[config.mk]
export PLATFORM = sky130hd
export DESIGN_NAME = key_pulse_debouncer
export DESIGN_NICKNAME = d
export VERILOG_FILES = /design/src/rtl/key_pulse_debouncer.sv
export SDC_FILE = /design/constraint.sdc
export NUM_CORES = 1
export LEC_CHECK = 0
export ABC_AREA = 0
export ABC_CLOCK_PERIOD_IN_PS = 6100
export CAP_MARGIN = 20
export CORE_ASPECT_RATIO = 0.9
export CORE_UTILIZATION = 60
export DETAILED_ROUTE_END_ITERATION = 16
export GPL_ROUTABILITY_DRIVEN = 0
export HOLD_SLACK_MARGIN = 0.08
export PLACE_DENSITY = 0.78
export SYNTH_ARGS = -nofsm -noshare
export SYNTH_HDL_FRONTEND = slang
export SYNTH_SLANG_ARGS = --single-unit
[constraint.sdc]
create_clock -name clk -period 6.1 [get_ports clk]
set_clock_uncertainty 0.15 [all_clocks]
set_input_delay 0.61 -clock clk [delete_from_list [all_inputs] [get_ports clk]]
set_output_delay 0.61 -clock clk [all_outputs]
set_load 0.02 [all_outputs]
[src/rtl/key_pulse_debouncer.sv]
// Push-key debouncer with a stability window and press/release strobes.
// value_in is synchronized, and each level change must hold for DELAY_CYCLES samples.
`timescale 1ns/1ps
module key_pulse_debouncer #(
  parameter int CLK_FREQ_HZ = 50_000_000,
  parameter int TIME_DELAY  = 500
) (
  input  logic clk,
  input  logic rstN,
  input  logic value_in,
  output logic value_out,
  output logic press_pulse,
  output logic release_pulse
);

  localparam int DELAY_CYCLES = CLK_FREQ_HZ / 1000 * TIME_DELAY;
  localparam int CW = $clog2(DELAY_CYCLES + 1);
  localparam logic [CW-1:0] CNT_LAST = CW'(DELAY_CYCLES - 1);

  typedef enum logic [1:0] {
    IDLE_HIGH,
    PRESS_CHK,
    LOW_HELD,
    RELEASE_CHK
  } state_t;

  state_t        r_state;
  state_t        w_next;
  logic [CW-1:0] r_cnt;
  logic [CW-1:0] w_cnt_nxt;
  logic          r_sync0;
  logic          r_sync1;
  logic          r_value_out;
  logic          r_press;
  logic          r_release;
  logic          w_press;
  logic          w_release;

  assign value_out     = r_value_out;
  assign press_pulse   = r_press;
  assign release_pulse = r_release;

  always_comb begin
    w_next    = r_state;
    w_cnt_nxt = r_cnt;
    w_press   = 1'b0;
    w_release = 1'b0;
    unique case (r_state)
      IDLE_HIGH: begin
        if (!r_sync1) w_next = PRESS_CHK;
      end
      PRESS_CHK: begin
        if (r_sync1) begin
          w_next = IDLE_HIGH;
        end else if (r_cnt == CNT_LAST) begin
          w_next  = LOW_HELD;
          w_press = 1'b1;
        end else begin
          w_cnt_nxt = r_cnt + CW'(1);
        end
      end
      LOW_HELD: begin
        if (r_sync1) w_next = RELEASE_CHK;
      end
      RELEASE_CHK: begin
        if (!r_sync1) begin
          w_next = LOW_HELD;
        end else if (r_cnt == CNT_LAST) begin
          w_next    = IDLE_HIGH;
          w_release = 1'b1;
        end else begin
          w_cnt_nxt = r_cnt + CW'(1);
        end
      end
      default: w_next = IDLE_HIGH;
    endcase
    // every state change restarts the stability window
    if (w_next != r_state) w_cnt_nxt = '0;
  end

  always_ff @(posedge clk or negedge rstN) begin
    if (!rstN) begin
      r_sync0     <= 1'b1;
      r_sync1     <= 1'b1;
      r_state     <= IDLE_HIGH;
      r_cnt       <= '0;
      r_value_out <= 1'b1;
      r_press     <= 1'b0;
      r_release   <= 1'b0;
    end else begin
      r_sync0   <= value_in;
      r_sync1   <= r_sync0;
      r_state   <= w_next;
      r_cnt     <= w_cnt_nxt;
      r_press   <= w_press;
      r_release <= w_release;
      if (w_press) r_value_out <= 1'b0;
      else if (w_release) r_value_out <= 1'b1;
    end
  end

endmodule

== Word-level counts from Yosys, hierarchy flattened ==
Cells that the tools add are included.

* Logic and storage cells: 38
* Bits in registers: 32
* Output and inout port bits: 3
* Bits of input ports: 3

* Muxes and demuxes: 19
* Eq/ne operators: 7
* Reductions and logical operators: 4
* Add/sub/neg operators: 1

{| class="wikitable"
|+ Operators with widths
! kind !! number
|-
| $mux W25 || 4
|-
| $pmux W25 S2 || 1
|-
| $add A25 B1 Y25 const B || 1
|-
| $eq A25 B25 Y1 const B || 1
|-
| $mux W2 || 6
|-
| $pmux W2 S4 || 1
|-
| $mux W1 || 7
|-
| $ne A3 B3 Y1 const B || 2
|-
| $eq A2 B2 Y1 const B || 2
|-
| $reduce_and A3 Y1 || 1
|-
| $reduce_bool A3 Y1 || 1
|-
| $eq A2 B1 Y1 const B || 1
|-
| $logic_not A2 Y1 || 1
|-
| $ne A2 B2 Y1 || 1
|-
| $reduce_bool A2 Y1 || 1
|}

== Logic depth before layout (Yosys ltp) ==
* Depth after elaboration: 7
* Gate-level depth with buffers: 8
* Depth with buffers taken out: 6

== Worst setup path after synthesis ==
OpenSTA, ideal clock, no wires.

* Path kind: register to register
* Start: register r_cnt[0]
* End: register r_cnt[20]
* Stages on the path, launching flop included: 8
* Buffers on the path: 1
* Required time: 5825 ps
* Clock period less this slack: 1977 ps
* Setup slack: 4123 ps
* Data arrival time: 1702 ps
* Path through: dfrtp_1 ha_1 and4_1 buf_2 nand4_4 or4_1 a21oi_1 o22ai_1

* Cells in the longest elaborated chain, start to end: 7
* Elaborated cells between the ends (all ways): 17
* Classes of those cells: add/sub: 1; eq/ne: 4; mux: 10; reduce/logical: 2

{| class="wikitable"
|+ Ends and longest elaborated chain
! what !! line !! RTL
|-
| start, declared || 29 || <nowiki>logic [CW-1:0] r_cnt;</nowiki>
|-
| start signal, assigned || 94 || <nowiki>r_cnt <= w_cnt_nxt;</nowiki>
|-
| branches (longest 7 deep; another with $add A25 B1 Y25) || n/a ||
|}

Several ways; the timed one is not identified. The select of a mux whose other input is x is not followed.
A chain may end at the register's enable or synchronous reset.

== Worst setup path in the final report ==
* Start: register r_cnt[0]
* End: register r_cnt[3]

The elaborated chain is that of the path after synthesis.

==> results.py <==
metrics = {
    "floorplanning": {
        "die_h_um": 53.0,
        "dieArea_um2": 3110,
        "num_rows": 18,
        "die_w_um": 58.7,
        "start_util_pct": 63.2,
        "pin_count": 6,
        "coreArea_um2": 2750,
    },
    "global_routing": {
        "grt_max_degree": 33,
        "grt_pass1_wl_um": 5900,
        "grt_pass1_vias": 1327,
        "grt_overflow": 0,
        "track_usage_pct": 26.7,
        "antenna_found_initial": 0,
    },
    "route": {
        "first_pass_iters": 4,
        "remaining_drc_errors": 0,
        "wl_per_cell_um": 14.9,
        "antenna_left": 0,
        "via_count": 1377,
        "drtIter0Drc": 39,
        "routed_wl_um": 3480,
        "viasPerCell": 5.88,
    },
    "worst_setup_path": {
        "slowest_delay_ns": 0.57,
        "r2r_end": "r_cnt[3]",
        "cp-start-kind": "flop",
        "r2r_slack_ns": 3.60,
        "crit_chain": "ha_1, and4_1, nand4_1, o21ba_2, nor2_1, nor2_1",
        "slowest_stage": "nor2_1",
        "crit_path_max_fanout": 11,
        "crit_type": "flop to flop",
        "worstPathRequired_ns": 6.15,
        "rr_worst_depth": 6,
        "r2r_start": "r_cnt[0]",
        "cp_common_cell": "nor2_1",
        "cp.arrival_ns": 2.55,
        "crit_path_end_kind": "flop",
    },
    "clock_tree": {
        "clk_pin_slew_ns": 0.09,
        "cts_tree": "done",
        "htreeDepth": 2,
        "clock-sinks": 32,
        "cts_setup_buffers": 0,
        "insertion_delay_ns": 0.35,
        "cts_resized": 0,
        "postCtsHoldBufs": 0,
        "cts_root_buf": "clkbuf_4",
        "ctsLongestPathBuffers": 2,
        "cts-buffers-inserted": 5,
    },
    "cells_and_area": {
        "layout-drive-gt1-share_pct": 8.25,
        "final_nets": 198,
        "area_growth_syn_to_layout_pct": 5.84,
        "diodes": 0,
        "fill_cells": 215,
    },
    "yosys": {
        "synth_async_sr_flop_share_pct": 100,
        "synth-seq-cells": 32,
        "yosysTopAreaCellShare_pct": 41.8,
        "syn_area_per_cell_um2": 9.14,
        "synth_top_flop_cell": "dfrtp_1",
        "post-synth-top-count-cell": "dfrtp_1",
        "synth_edf_count": 0,
        "synth_warnings": 0,
        "syn_area_um2": 1740,
        "yosys-top-cells-area": "dfrtp_1, xnor2_1, nor2_1",
        "synth_top_area_cell": "dfrtp_1",
        "synthTopCellsByCount": "dfrtp_1, nor2_1, nand2_1, xnor2_1, nand3_1",
        "syn-num-nets": 194,
        "ys_seq_area_share_pct": 46.3,
        "synth.distinct_cells": 34,
        "synthCells": 190,
    },
    "timing": {
        "post-route-period-util_pct": 41.0,
        "hold_viol_final": 0,
        "setup_tns_ns": 0,
        "drv_slew": 0,
        "fin_ws_ns": 3.60,
        "tightest_slew_ns": 0.724,
        "rsz0062_at_grt": "no",
        "slew_headroom_pct": 51.6,
        "setup_viol": 0,
        "finalCriticalPeriod_ns": 2.50,
        "clock.fmax_ghz": 0.399,
    },
    "power_and_ir_drop": {
        "p_switching_w": 0.0000883,
        "power_frac_clock_pct": 32.8,
        "power_w": 0.000350,
        "p_int_w": 0.000262,
        "powerDensity_nw_per_um2": 191,
        "seqPwrFrac_pct": 62.3,
        "ir_worst_vdd_uv": 177,
        "leakage_nw": 0.695,
        "power.share.switching_pct": 25.2,
        "pwr-share-comb_pct": 4.9,
    },
    "placement": {
        "port_buffers": 5,
        "pre_cts_slack_ns": 3.59,
        "dp_hpwl_um": 2430,
    },
    "hold_path": {
        "hold_class": "flop to flop",
        "hold_path_end": "r_sync1",
        "whs_path_depth": 0,
        "worstHoldStart": "r_sync0",
    },
    "flow_run": {
        "maxCapViolations": 0,
    },
    "outcome": {
        "status": "completed",
    },
}
-- metal layers --
| metal | part of all wire, % | wire length, um | track usage (%) |
|---|---|---|---|
| met1 | 46 | 1610 | 33.2 |
| met2 | 46 | 1610 | 42.5 |
| met3 | 5.0 | 173 | 6.36 |
| met4 | 2.4 | 82 | 15.9 |
| met5 | 0 | 0 | 0 |
-- registers in the layout, summed over array words and instances (netlist names) --
| register | cells |
|---|---|
| r_cnt | 25 |
| value_out | 1 |
| r_state | 2 |
| r_sync0 | 1 |
| press_pulse | 1 |
| r_sync1 | 1 |
| release_pulse | 1 |
-- through the flow --
step,instance area [um^2],hold slack [ns],utilization (%),cells
global route,1840,0.217,66.9,234
global placement,1790,0.196,65.2,227
detailed placement,1790,0.197,65.2,227
finish,1840,0.210,66.9,234
CTS,1840,0.211,66.9,234
floorplan,1740,0.164,-,190
-- worst max-delay path, delay by kind of cell (launching register included) --
family / cells / cell delay (ns)
simple gates: 4 / 1.30
flops: 1 / 0.39
compound gates: 1 / 0.32
fa+ha+maj: 1 / 0.21
-- worst max-delay path by stage --
stage,from,endpoint,cells past startpoint
2_1_floorplan,r_cnt[0],r_cnt[20],7
3_3_place_gp,r_state[0],r_cnt[3],5
3_5_place_dp,r_cnt[0],r_cnt[3],6
4_1_cts,r_cnt[0],r_cnt[3],6
5_1_grt,r_cnt[10],r_cnt[3],5
6_report,r_cnt[0],r_cnt[3],6
-- power by group through the flow --
stage | Combinational [W] | Clock, W | Sequential, W
after floorplan | 0.0000114 | 0 | 0.000220
after global placement | 0.0000168 | 0 | 0.000222
after detailed placement | 0.0000173 | 0 | 0.000222
after CTS | 0.0000174 | 0.000115 | 0.000218
after global routing | 0.0000193 | 0.000123 | 0.000219
final | 0.0000170 | 0.000115 | 0.000218
-- kinds of logic (layout without fill, tap and decap cells) --
| group | after synthesis | in the layout | synth area share (%) |
|---|---|---|---|
| xor gates and xnor gates | 20 | 20 | 10.5 |
| DFF | 32 | 32 | 46.3 |
| adders and majority gates | 1 | 1 | 0.720 |
| buffers and inverters | 15 | 19 | 4.32 |
| and+or+nand+nor | 95 | 95 | 28.9 |
| AOI/OAI and AO/OA | 27 | 27 | 9.22 |
-- cell usage in the layout (no fill, tap or decap), types with 3 or more instances in the layout --
cell	Yosys	final
a21oi_1	5	5
and4_1	4	4
clkbuf_4	0	5
clkdlybuf4s50_1	0	5
dfrtp_1	29	29
dfstp_2	3	3
inv_1	6	6
nand2_1	22	22
nand3_1	16	16
nand4_1	8	8
nor2_1	24	24
nor3_1	8	8
o21ai_0	11	11
o22ai_1	5	5
or4_1	3	3
xnor2_1	17	17
-- cell type report --
| cell class | instances | area [um^2] | share of cell area (%) |
|---|---|---|---|
| clock buffers | 6 | 41.3 | 2.25 |
| clock inverters | 1 | 5.00 | 0.272 |
| inverters | 6 | 22.5 | 1.23 |
| multi-input cells | 143 | 857 | 46.6 |
| flip-flops and latches | 32 | 805 | 43.8 |
| well taps | 40 | 50.0 | 2.72 |
| repair buffers | 6 | 57.6 | 3.13 |
Power figures use the tool's default switching activity.
